$ cat config.mk
export PLATFORM = sky130hd
export DESIGN_NAME = instruction_encoder
export DESIGN_NICKNAME = d
export VERILOG_FILES = /design/src/rtl/instruction_encoder_pkg.sv /design/src/rtl/instruction_encoder_sync_fifo.sv /design/src/rtl/instruction_encoder.sv
export SDC_FILE = /design/constraint.sdc
export NUM_CORES = 1
export LEC_CHECK = 0
export CORE_MARGIN = 5
export CORE_UTILIZATION = 47
export DETAILED_ROUTE_END_ITERATION = 8
export MAX_ROUTING_LAYER = met4
export PLACE_DENSITY = 0.73
export REMOVE_ABC_BUFFERS = 1
export SLEW_MARGIN = 20
export SYNTH_ARGS = -nofsm -noshare
export SYNTH_HDL_FRONTEND = slang
export SYNTH_HIERARCHICAL = 1
export SYNTH_SLANG_ARGS = --single-unit
$ cat constraint.sdc
create_clock -name clk -period 2.03 [get_ports clk]
set_input_delay 0.406 -clock clk [delete_from_list [all_inputs] [get_ports clk]]
set_output_delay 0.406 -clock clk [all_outputs]
set_load 0.1 [all_outputs]
$ cat src/rtl/instruction_encoder_pkg.sv
// Shared RV32I encoding types, opcode constants and immediate range limits
// for the instruction encoder and its users.
package instruction_encoder_pkg;

  // One-hot encoding format selector; exactly one flag must be set
  typedef struct packed {
    logic r;
    logic i;
    logic s;
    logic b;
    logic u;
    logic j;
  } EncodingType;

  localparam logic [6:0] OP_LUI    = 7'b0110111;
  localparam logic [6:0] OP_AUIPC  = 7'b0010111;
  localparam logic [6:0] OP_JAL    = 7'b1101111;
  localparam logic [6:0] OP_JALR   = 7'b1100111;
  localparam logic [6:0] OP_BRANCH = 7'b1100011;
  localparam logic [6:0] OP_LOAD   = 7'b0000011;
  localparam logic [6:0] OP_STORE  = 7'b0100011;
  localparam logic [6:0] OP_IMM    = 7'b0010011;
  localparam logic [6:0] OP_REG    = 7'b0110011;

  // addi x0, x0, 0
  localparam logic [31:0] NOP_INST = 32'h0000_0013;

  localparam int IMM12_MIN = -2048;
  localparam int IMM12_MAX = 2047;
  localparam int IMM13_MIN = -4096;
  localparam int IMM13_MAX = 4094;
  localparam int IMM21_MIN = -1048576;
  localparam int IMM21_MAX = 1048574;

  function automatic logic is_onehot(input EncodingType en);
    logic [5:0] v;
    v = en;
    return (v != 6'd0) && ((v & (v - 6'd1)) == 6'd0);
  endfunction

endpackage

$ cat src/rtl/instruction_encoder_sync_fifo.sv
// Small synchronous FIFO with registered storage; head is presented
// directly from storage so outputs hold while the consumer stalls.
module sync_fifo #(
  parameter int unsigned DEPTH = 2,
  parameter int unsigned WIDTH = 65
) (
  input  logic             clk,
  input  logic             rst_n,
  input  logic             push,
  input  logic [WIDTH-1:0] wdata,
  output logic             full,
  input  logic             pop,
  output logic [WIDTH-1:0] rdata,
  output logic             valid
);

  localparam int unsigned PW = (DEPTH > 1) ? $clog2(DEPTH) : 1;
  localparam int unsigned CW = PW + 1;

  logic [WIDTH-1:0] mem [DEPTH];
  logic [PW-1:0]    wr_ptr;
  logic [PW-1:0]    rd_ptr;
  logic [CW-1:0]    count;

  always_ff @(posedge clk or negedge rst_n) begin
    if (!rst_n) begin
      for (int k = 0; k < int'(DEPTH); k++) mem[k] <= '0;
      wr_ptr <= '0;
      rd_ptr <= '0;
      count  <= '0;
    end else begin
      if (push) begin
        mem[wr_ptr] <= wdata;
        wr_ptr      <= wr_ptr + PW'(1);
      end
      if (pop) rd_ptr <= rd_ptr + PW'(1);
      case ({push, pop})
        2'b10:   count <= count + CW'(1);
        2'b01:   count <= count - CW'(1);
        default: count <= count;
      endcase
    end
  end

  assign full  = (count == CW'(DEPTH));
  assign valid = (count != '0);
  assign rdata = mem[rd_ptr];

endmodule

$ cat src/rtl/instruction_encoder.sv
// Packs opcode/funct/register/immediate fields into RV32I words, range-checks
// the immediate, stamps a program address and buffers results in a FIFO.
module instruction_encoder
  import instruction_encoder_pkg::*;
#(
  parameter int unsigned DEPTH  = 2,
  parameter int unsigned ADDR_W = 32
) (
  input  logic              clk,
  input  logic              rst_n,
  input  logic              in_valid,
  output logic              in_ready,
  input  EncodingType       in_en,
  input  logic [6:0]        in_opcode,
  input  logic [2:0]        in_funct3,
  input  logic [6:0]        in_funct7,
  input  logic [4:0]        in_rd,
  input  logic [4:0]        in_rs1,
  input  logic [4:0]        in_rs2,
  input  logic [31:0]       in_imm,
  input  logic              load_base,
  input  logic [ADDR_W-1:0] base_addr,
  output logic              out_valid,
  input  logic              out_ready,
  output logic [31:0]       out_inst,
  output logic [ADDR_W-1:0] out_addr,
  output logic              out_err,
  output logic [7:0]        err_count,
  input  logic              err_clear
);

  localparam int unsigned WIDTH = 32 + ADDR_W + 1;

  logic              push;
  logic              pop;
  logic              full;
  logic [31:0]       inst_c;
  logic              err_c;
  logic [ADDR_W-1:0] addr_q;
  logic [ADDR_W-1:0] stamp_c;
  logic signed [31:0] imm_s;

  assign imm_s = in_imm;

  // Field packing and immediate range check
  always_comb begin
    inst_c = NOP_INST;
    err_c  = 1'b0;
    if (!is_onehot(in_en)) begin
      err_c = 1'b1;
    end else if (in_en.r) begin
      inst_c = {in_funct7, in_rs2, in_rs1, in_funct3, in_rd, in_opcode};
    end else if (in_en.i) begin
      err_c  = (imm_s < IMM12_MIN) || (imm_s > IMM12_MAX);
      inst_c = {in_imm[11:0], in_rs1, in_funct3, in_rd, in_opcode};
    end else if (in_en.s) begin
      err_c  = (imm_s < IMM12_MIN) || (imm_s > IMM12_MAX);
      inst_c = {in_imm[11:5], in_rs2, in_rs1, in_funct3, in_imm[4:0], in_opcode};
    end else if (in_en.b) begin
      err_c  = (imm_s < IMM13_MIN) || (imm_s > IMM13_MAX) || in_imm[0];
      inst_c = {in_imm[12], in_imm[10:5], in_rs2, in_rs1, in_funct3,
                in_imm[4:1], in_imm[11], in_opcode};
    end else if (in_en.u) begin
      err_c  = (in_imm[11:0] != 12'd0);
      inst_c = {in_imm[31:12], in_rd, in_opcode};
    end else begin
      err_c  = (imm_s < IMM21_MIN) || (imm_s > IMM21_MAX) || in_imm[0];
      inst_c = {in_imm[20], in_imm[10:1], in_imm[11], in_imm[19:12], in_rd, in_opcode};
    end
    if (err_c) inst_c = NOP_INST;
  end

  assign pop      = out_valid & out_ready;
  assign in_ready = ~full | pop;
  assign push     = in_valid & in_ready;
  assign stamp_c  = load_base ? base_addr : addr_q;

  // Program address counter; a coincident load stamps the new base
  always_ff @(posedge clk or negedge rst_n) begin
    if (!rst_n) begin
      addr_q <= '0;
    end else if (push) begin
      addr_q <= stamp_c + ADDR_W'(4);
    end else if (load_base) begin
      addr_q <= base_addr;
    end
  end

  // Saturating error counter; clear wins over increment
  always_ff @(posedge clk or negedge rst_n) begin
    if (!rst_n) begin
      err_count <= 8'd0;
    end else if (err_clear) begin
      err_count <= 8'd0;
    end else if (push && err_c && (err_count != 8'hFF)) begin
      err_count <= err_count + 8'd1;
    end
  end

  sync_fifo #(
    .DEPTH (DEPTH),
    .WIDTH (WIDTH)
  ) u_fifo (
    .clk   (clk),
    .rst_n (rst_n),
    .push  (push),
    .wdata ({inst_c, stamp_c, err_c}),
    .full  (full),
    .pop   (pop),
    .rdata ({out_inst, out_addr, out_err}),
    .valid (out_valid)
  );

endmodule

* Word-level counts from Yosys, hierarchy flattened
Cells that the tools add are included.
Word-level totals: output and inout port bits 75, flip-flop bits (word level) 174, memory bits (writable) 0, memories kept 0, ROM bits 0, latch bits 0, logic and storage cells 73
Cells by class: div/mod/pow operators 0, reduce and logical (&&, ||, !) cells 15, $add $sub $neg 7, bitwise gates (word level) 7, multiply operators 0, shift-type cells 0, eq/ne operators 4, mux-type cells 24, $lt $le $gt $ge 9
Operators by type and width (count):
- two-way mux 32 bit | 9
- two-way mux 65 bit | 4
- bitwise mux 130 bit | 1
- demux 65 bit (select 1 bit) | 1
- adder 32 x 3 -> 32 bit, second input constant | 1
- greater-than comparator 32 x 12 -> 1 bit, second input constant | 1
- greater-than comparator 32 x 13 -> 1 bit, second input constant | 1
- greater-than comparator 32 x 21 -> 1 bit, second input constant | 1
- < comparator 32 x 12 -> 1 bit, second input constant | 1
- < comparator 32 x 13 -> 1 bit, second input constant | 1
- < comparator 32 x 21 -> 1 bit, second input constant | 1
- two-way mux 8 bit | 2
- nonzero test 12 bit | 1
- adder 8 x 1 -> 8 bit, second input constant | 1
- != test 8 bit, second input constant | 1
- AND 6 bit | 1
- zero test 6 bit | 1
- two-way mux 1 bit | 6
- nonzero test 2 bit | 3
- nonzero test 6 bit | 1
- subtractor 6 x 1 -> 6 bit, second input constant | 1
- logical OR 1 bit | 5
- equality test 2 bit, second input constant | 2
- greater-or-equal comparator 2 bit, second input constant | 2
- 11 further kinds | 17

* Longest topological paths before layout
Gate-level depths: netlist of run 1.
depth after elaboration 13, depth in mapped cells 13, mapped depth without buffers 9

* Hierarchy
Netlist of run 1, hierarchy kept.
By module, submodules not included:
- sync_fifo | area an instance 6003.3 um2, seq. area each 3353.2 um2, cells an instance 362, times used 1
- instruction_encoder | area an instance 3276.9 um2, seq. area each 1001.0 um2, cells an instance 399, times used 1

* Worst setup path after synthesis of run 1
Ideal clock, no wire load.
path kind input to register, from in load_base, to reg addr_q[26], data arrival time 2.988 ns, path buffers 5, path slack -1.081 ns, cell stages on the path 13, cell sequence buf_2 buf_4 buf_2 buf_2 buf_2 mux2_2 ha_1 nand4_1 nor2_1 nand2_1 nor3_1 a21bo_2 xnor2_1
On the way: cells in the longest elaborated chain, start to end 3
RTL lines:
- from (decl) | line instruction_encoder.sv:21 | input logic load_base,
- two-way mux 32 bit
- via stamp_c[2] | line instruction_encoder.sv:40 | logic [ADDR_W-1:0] stamp_c;
- adder 32 x 3 -> 32 bit | line instruction_encoder.sv:83 | addr_q <= stamp_c + ADDR_W'(4);
- two-way mux 32 bit | line instruction_encoder.sv:82 | end else if (push) begin
- to (signal assigned) | line instruction_encoder.sv:83
- to (signal assigned) | line instruction_encoder.sv:85 | addr_q <= base_addr;
- to (decl) | line instruction_encoder.sv:39 | logic [ADDR_W-1:0] addr_q;
The timed path passes the listed nets, and every way through them passes these cells. A chain may end at the register's enable or synchronous reset.

* Worst setup path after layout of run 1
from in in_imm[25], to reg u_fifo/mem[37] in the netlist's numbering
On the way: cells in the longest elaborated chain, start to end 11, elaborated cells on any way between the ends 19
RTL lines:
- from (decl) | line instruction_encoder.sv:20 | input logic [31:0] in_imm,
- < comparator 32 x 21 -> 1 bit / greater-than comparator 32 x 21 -> 1 bit (equally long branches) | line instruction_encoder.sv:67 | err_c = (imm_s < IMM21_MIN) || (imm_s > IMM21_MAX) || in_imm[0];
- logical OR 1 bit (2 in a row) | line instruction_encoder.sv:67
- two-way mux 1 bit | line instruction_encoder.sv:63 | end else if (in_en.u) begin
- two-way mux 1 bit | line instruction_encoder.sv:59 | end else if (in_en.b) begin
- two-way mux 1 bit | line instruction_encoder.sv:56 | end else if (in_en.s) begin
- two-way mux 1 bit (*) | line instruction_encoder.sv:53 | end else if (in_en.i) begin
- two-way mux 1 bit (*) | line instruction_encoder.sv:51 | end else if (in_en.r) begin
- two-way mux 1 bit (*) | line instruction_encoder.sv:49 | if (!is_onehot(in_en)) begin
- two-way mux 32 bit (*) | line instruction_encoder.sv:70 | if (err_c) inst_c = NOP_INST;
- via inst_c[4] | line instruction_encoder.sv:37 | logic [31:0] inst_c;
- bitwise mux 130 bit (*) | line instruction_encoder_sync_fifo.sv:33 | mem[wr_ptr] <= wdata;
- to (signal, indexed assignment) | line instruction_encoder_sync_fifo.sv:33
- to (decl) | line instruction_encoder_sync_fifo.sv:20 | logic [WIDTH-1:0] mem [DEPTH];
The timed path passes the listed nets; every way through them passes the cells marked *.

==> results of run 1 <==
-- final cells by class --
cell class	instances	area (um^2)	share of cell area
Multi-Input combinational cell	527	5542	0.3630
Inverter	21	83.83	0.005491
Timing Repair Buffer	355	4404	0.2885
Clock inverter	13	111.4	0.007294
Sequential cell	174	4355	0.2853
Tap cell	265	331.6	0.02172
Clock buffer	18	439.2	0.02877
-- timing repair --
action,4_1_cts,5_1_grt
buffers inserted,26,10
endpoints found under the hold margin,28,0
gates cloned,9,9
setup endpoints to repair,209,217
pin swaps,27,24
hold buffers,1,0
gates resized for setup,207,152
-- cells in the final DEF (no fill, tap or decap), types with 23 or more instances in the layout --
master	n
clkbuf_16	24
nand2_1	47
buf_12	86
mux2_2	38
nor2_1	24
dfrtp_1	173
clkdlybuf4s50_1	69
mux2_4	169
buf_6	23
buf_4	120
-- sequential cells by signal, indices dropped and copies added (netlist names) --
signal         count
addr_q            32
err_count          8
u_fifo/count       2
u_fifo/mem       130
u_fifo/rd_ptr      1
u_fifo/wr_ptr      1
-- per-layer routing --
layer	vias to the layer above	track usage
li1	3372	-
met1	3714	0.3054
met4	0	0.05535
met3	42	0.06773
met2	256	0.4032
met5	-	-
-- through the flow --
stage,hold WS (ns),util,cell area [um^2],TNS [ns]
after floorplan,0.1104,-,9009,-361.00
after global placement,0.3170,0.6624,12890,-104.99
after CTS,0.4385,0.7438,14480,-12.18
after global routing,0.4521,0.7844,15270,-28.43
after detailed placement,0.3186,0.6624,12890,-108.61
final,0.4448,0.7844,15270,-18.42
-- where the power goes --
part / internal (uW) / total (uW) / switching (uW)
Sequential: 4420 / 5050 / 631
Clock: 1620 / 3080 / 1460
Combinational: 6800 / 14500 / 7720
-- Yosys cell counts, drive strengths merged, types with 3 or more instances --
master | n | area, um^2
mux2 | 216 | 2628
dfrtp | 174 | 4354
nand2 | 53 | 198.9
nor2 | 46 | 175.2
buf | 30 | 234.0
a21oi | 27 | 135.1
xnor2 | 23 | 201.4
inv | 21 | 78.82
mux2i | 20 | 200.2
nor3 | 16 | 115.1
nor2b | 11 | 68.82
clkbuf | 10 | 37.54
nand3 | 10 | 50.05
xor2 | 10 | 87.58
nand4 | 8 | 50.05
nor4 | 8 | 65.06
o21ai | 8 | 40.04
and3 | 6 | 37.54
nand2b | 6 | 37.54
nand3b | 6 | 45.04
and2 | 5 | 31.28
o22ai | 5 | 31.28
or2 | 5 | 31.28
a211oi | 3 | 27.52
ha | 3 | 37.54
or3 | 3 | 18.77
or4 | 3 | 22.52
-- worst register-to-register path: cells and delay by family, from the launching register on --
family	cells	cell delay, ns
buffers and inverters	6	0.74
muxes	1	0.31
AOI/OAI and AO/OA	1	0.23
and+or+nand+nor	3	0.38
DFF	1	0.40
-- logic make-up after synthesis --
kind of cell	synth area share
AOI/OAI and AO/OA	0.04665
xor gates and xnor gates	0.03114
adders and majority gates	0.004045
buffers and inverters	0.03775
DFF	0.4692
muxes	0.3047
and+or+nand+nor	0.1065
-- final timing paths --
kind	from	to	slack [ns]	cells past startpoint
worst min register to register	u_fifo/mem[112]$_DFFE_PN0P_	u_fifo/mem[112]$_DFFE_PN0P_	0.49	1
worst max register to register	u_fifo/count[0]$_DFFE_PN0P_	u_fifo/mem[125]$_DFFE_PN0P_	-0.14	11
worst min-delay path	rst_n	u_fifo/mem[76]$_DFFE_PN0P_	0.44	2
worst max-delay path	in_imm[25]	u_fifo/mem[37]$_DFFE_PN0P_	-0.25	11
max in group asynchronous	rst_n	u_fifo/mem[17]$_DFFE_PN0P_	0.97	3
min in group clk	u_fifo/mem[112]$_DFFE_PN0P_	u_fifo/mem[112]$_DFFE_PN0P_	0.49	1
==> results.cfg, run 1 <==
[sta]
finClkSkew_ns = 0.01133
period_needed_ns = 2.277
grt_setup_unrepaired = yes
drv_slew = 0
worst_pin_slew_ns = 0.5235
hold_viol = 0
fmax_mhz = 439.2
setup_viol = 171
post-route-period-util = 1.122
relSlewSlack = 0.6510
fin_ws_ns = -0.2467

[routing]
drc_errors = 0
postRouteWirelength_um = 28900
wl_per_cell_um = 21.05
route.met2.wl_um = 14670
wl_met3_um = 1881
vias_per_cell = 5.378
dr.pass1.iters = 5
top_layer_used = met4
ant_nets = 0
vias = 7384
drt_iter0_drc = 374
drt-met1-wl_um = 11830

[synth]
synth_cell_types = 59
synth-edff-count = 0
syn_area_per_cell_um2 = 12.19
ys.flop_type = dfrtp_1
netlist_area_um2 = 9280
synth_seq_cells = 174
yosys_warnings = 6
syn_inst = 761
synth.yosys.seq_area_share = 0.4692
synthArstFlopShare = 1.000

[floorplanning]
core-area_um2 = 19460
std_cell_rows = 51
die_w_um = 150.5
start_util = 0.4768
io_pins = 183
dieHeight_um = 150.5
die_area_um2 = 22650

[outcome]
violations = setup timing
status = finished, violations left

[hold_path]
hp-class = in2async

[worst_setup_path]
crit_fanout = 6
crit_family = simple AND/OR/NAND/NOR gates
cp.arrival_ns = 2.59
path_cells = clkdlybuf4s15_2, buf_4, nand4_1, nor3_2, buf_4, nand3_1, and3_4, or3_4, buf_6, or2_1, mux2_4
cp-end-kind = register
critPathBufInv = 4
cp_slowest_stage_delay_ns = 0.39
worst-setup-path-type = in2reg
crit_slowest_cell = or3_4
crit_top_cell = buf_4
cp_data_required_time_ns = 2.34
cp-start-kind = input port

[finish]
syn_to_final_growth_pct = 64.51
nets = 1207
final_cells = 1373
diodes = 0
fillerInstances = 1101
drive_gt1_frac = 0.5334

[power_and_ir_drop]
ir_drop_mv = 0.6739
power.leakage_uw = 0.007094
powerDensity_nw_per_um2 = 1484
fin_total_pwr_uw = 22650

[clocking]
cts_inserted_buffers = 17
root_buffer = clkbuf_16
clk_latency_ns = 0.43
clkSlewWorstSetupHoldPaths_ns = 0.07
h-tree-depth = 4
cts_tree = done
clockBufferDepth = 2
cts_sinks = 174

[grt]
grt-ovfl-total = 0
grt_max_degree = 44
grt_pass1_wl_um = 42080
grt_pass1_vias = 7851
track_usage = 0.2457
antenna_found_initial = 0

[place]
dp_hpwl_um = 17950
port_buffers = 182
place_ws_ns = -1.186
placed_cells = 1292
place_congestion = 0.9321

[job]
drv_cap = 0
(Power assumes the default switching activity.)
==> run 2: changes to the inputs <==
--- a/config.mk
+++ b/config.mk
@@ -6,10 +6,10 @@
 export NUM_CORES = 1
 export LEC_CHECK = 0
 export CORE_MARGIN = 5
-export CORE_UTILIZATION = 47
+export CORE_UTILIZATION = 48
 export DETAILED_ROUTE_END_ITERATION = 8
 export MAX_ROUTING_LAYER = met4
-export PLACE_DENSITY = 0.73
+export PLACE_DENSITY = 0.71
 export REMOVE_ABC_BUFFERS = 1
 export SLEW_MARGIN = 20
 export SYNTH_ARGS = -nofsm -noshare
==> constraint.sdc (replaced) <==
create_clock -name clk -period 2.65 [get_ports clk]
set_input_delay 0.53 -clock clk [delete_from_list [all_inputs] [get_ports clk]]
set_output_delay 0.53 -clock clk [all_outputs]
set_load 0.1 [all_outputs]
==> results.cfg, run 2 (same netlist as run 1, synthesis figures left out) <==
[routing]
vias = 6718
dr.pass1.iters = 4
wl_per_cell_um = 17.49
ant_nets = 0
drt_iter0_drc = 254
vias_per_cell = 5.204
postRouteWirelength_um = 22580
drc_errors = 0

[finish]
final_cells = 1291
final_cell_mix = 173 x dfrtp_1, 113 x mux2_2, 93 x buf_4, 85 x clkdlybuf4s50_1, 76 x buf_12
fin_util = 0.7048
nets = 1129
largest_register_ff_count = 130
diodes = 0
syn_to_final_growth_pct = 43.49
regMostFlops = u_fifo/mem
drive_gt1_frac = 0.3909
largestRegisters = u_fifo/mem (130), addr_q (32), err_count (8)
final_common_cell = dfrtp_1
stdcell_area_um2 = 13320

[outcome]
status = completed

[grt]
antenna_found_initial = 0
grt_max_degree = 56
grt-ovfl-total = 0
grt_pass1_wl_um = 37190
grt_pass1_vias = 7076
track_usage = 0.2155

[clocking]
cts_sinks = 174
h-tree-depth = 4
post_cts_buffers = 0
cts_tree = done
cts_hold_buf = 0
clk_latency_ns = 0.43
cts_inserted_buffers = 17
clkSlewWorstSetupHoldPaths_ns = 0.07
root_buffer = clkbuf_16
clockBufferDepth = 2

[floorplanning]
core-area_um2 = 18890
die_area_um2 = 22210
die_w_um = 149.0
start_util = 0.4912
io_pins = 183
std_cell_rows = 50
dieHeight_um = 149.0

[power_and_ir_drop]
switching_share = 0.4491
ir_drop_mv = 0.6756
clkPwrFrac = 0.156
p_sw_uw = 6679
powerDensity_nw_per_um2 = 1117
combPwrFrac = 0.593
internal_power_uw = 8194
power.leakage_uw = 0.006114
seq_power_share = 0.252

[sta]
relSlewSlack = 0.6492
hold_viol = 0
period_needed_ns = 2.589
post-route-period-util = 0.9770
fmax_mhz = 386.2
finClkSkew_ns = 0.01192
worst_pin_slew_ns = 0.5263
setup_viol = 0
drv_slew = 0
fin_ws_ns = 0.06083
finalSetupTns_ns = 0
grt_setup_unrepaired = no

[place]
dpl_cell_area_um2 = 12640
dp_hpwl_um = 16790
port_buffers = 182
place_congestion = 0.9504
place_ws_ns = -0.6716
placed_cells = 1258

[worst_setup_path]
crit_fanout = 5
cp-start-kind = input port
reg2reg_slack_ns = 0.35
cp.arrival_ns = 2.90
cp-end-kind = register
cp_data_required_time_ns = 2.96
crit_start = in_imm[16]
r2r_start = u_fifo/count[0]$_DFFE_PN0P_
worst-setup-path-type = in2reg

[job]
drv_cap = 0

[hold_path]
hp-class = in2async
[run 2: cell types whose count changed in the layout (fill, tap and decap cells not counted), sizes merged]
cell / delta
buf: -74
clkbuf: -6
clkdlybuf4s15: -10
clkdlybuf4s50: +16
clkinv: -5
clkinvlp: +4
dlygate4sd2: -13
dlygate4sd3: -1
dlymetal6s2s: +12
inv: +1
nand2: -1
[run 2: power groups by stage]
stage                     Sequential [uW]  Combinational (uW)  Clock (uW)
after floorplan                      3830                5620           0
after global placement               3740                8810           0
after detailed placement             3780                8870           0
after CTS                            3740                8890        2380
after global routing                 3830                9150        2480
final                                3740                8820        2320
[run 2: area by class of cell]
| cell class | count | area [um^2] |
|---|---|---|
| Sequential cell | 174 | 4355 |
| Tap cell | 260 | 325.3 |
| Fill cell | 1378 | 5577 |
| Inverter | 21 | 78.83 |
| Clock inverter | 13 | 106.4 |
| Timing Repair Buffer | 278 | 3339 |
| Clock buffer | 19 | 442.9 |
| Multi-Input combinational cell | 526 | 4668 |
[run 2: per-stage QoR]
stage          total power [uW]  hold slack, ns
2_1_floorplan              9449          0.2344
3_3_place_gp              12560          0.4629
3_5_place_dp              12650          0.4720
4_1_cts                   15020         0.08130
5_1_grt                   15460          0.1056
6_report                  14870         0.06529
[run 2: metal layers]
layer,vias up,track usage,wire [um]
met3,22,0.05743,1727
met1,3278,0.2698,9810
met2,217,0.3469,10760
li1,3201,-,-
met4,0,0.06133,281
met5,-,-,0
[run 2: worst paths after layout]
check / end / cells after the start
min in group clk: u_fifo/mem[114]$_DFFE_PN0P_ / 1
max in group asynchronous: err_count[2]$_DFFE_PN0P_ / 2
worst max-delay path: u_fifo/mem[34]$_DFFE_PN0P_ / 9
worst min-delay path: u_fifo/mem[9]$_DFFE_PN0P_ / 1
worst min register to register: u_fifo/mem[114]$_DFFE_PN0P_ / 1
worst max register to register: u_fifo/mem[49]$_DFFE_PN0P_ / 8
[run 2: timing repair]
action | 4_1_cts | 5_1_grt
endpoints found under the hold margin | 0 | 0
pin swaps | 5 | 13
gates resized for setup | 15 | 30
cloned | 1 | 0
setup endpoints to repair | 71 | 67
[run 2: critical path, cell delays in order]
cell             delay (ns)
clkdlybuf4s15_1        0.19
or4_4                  0.56
nor2_4                 0.10
a22oi_1                0.09
o311a_1                0.36
or3_4                  0.42
buf_6                  0.15
or2_1                  0.23
mux2_4                 0.27
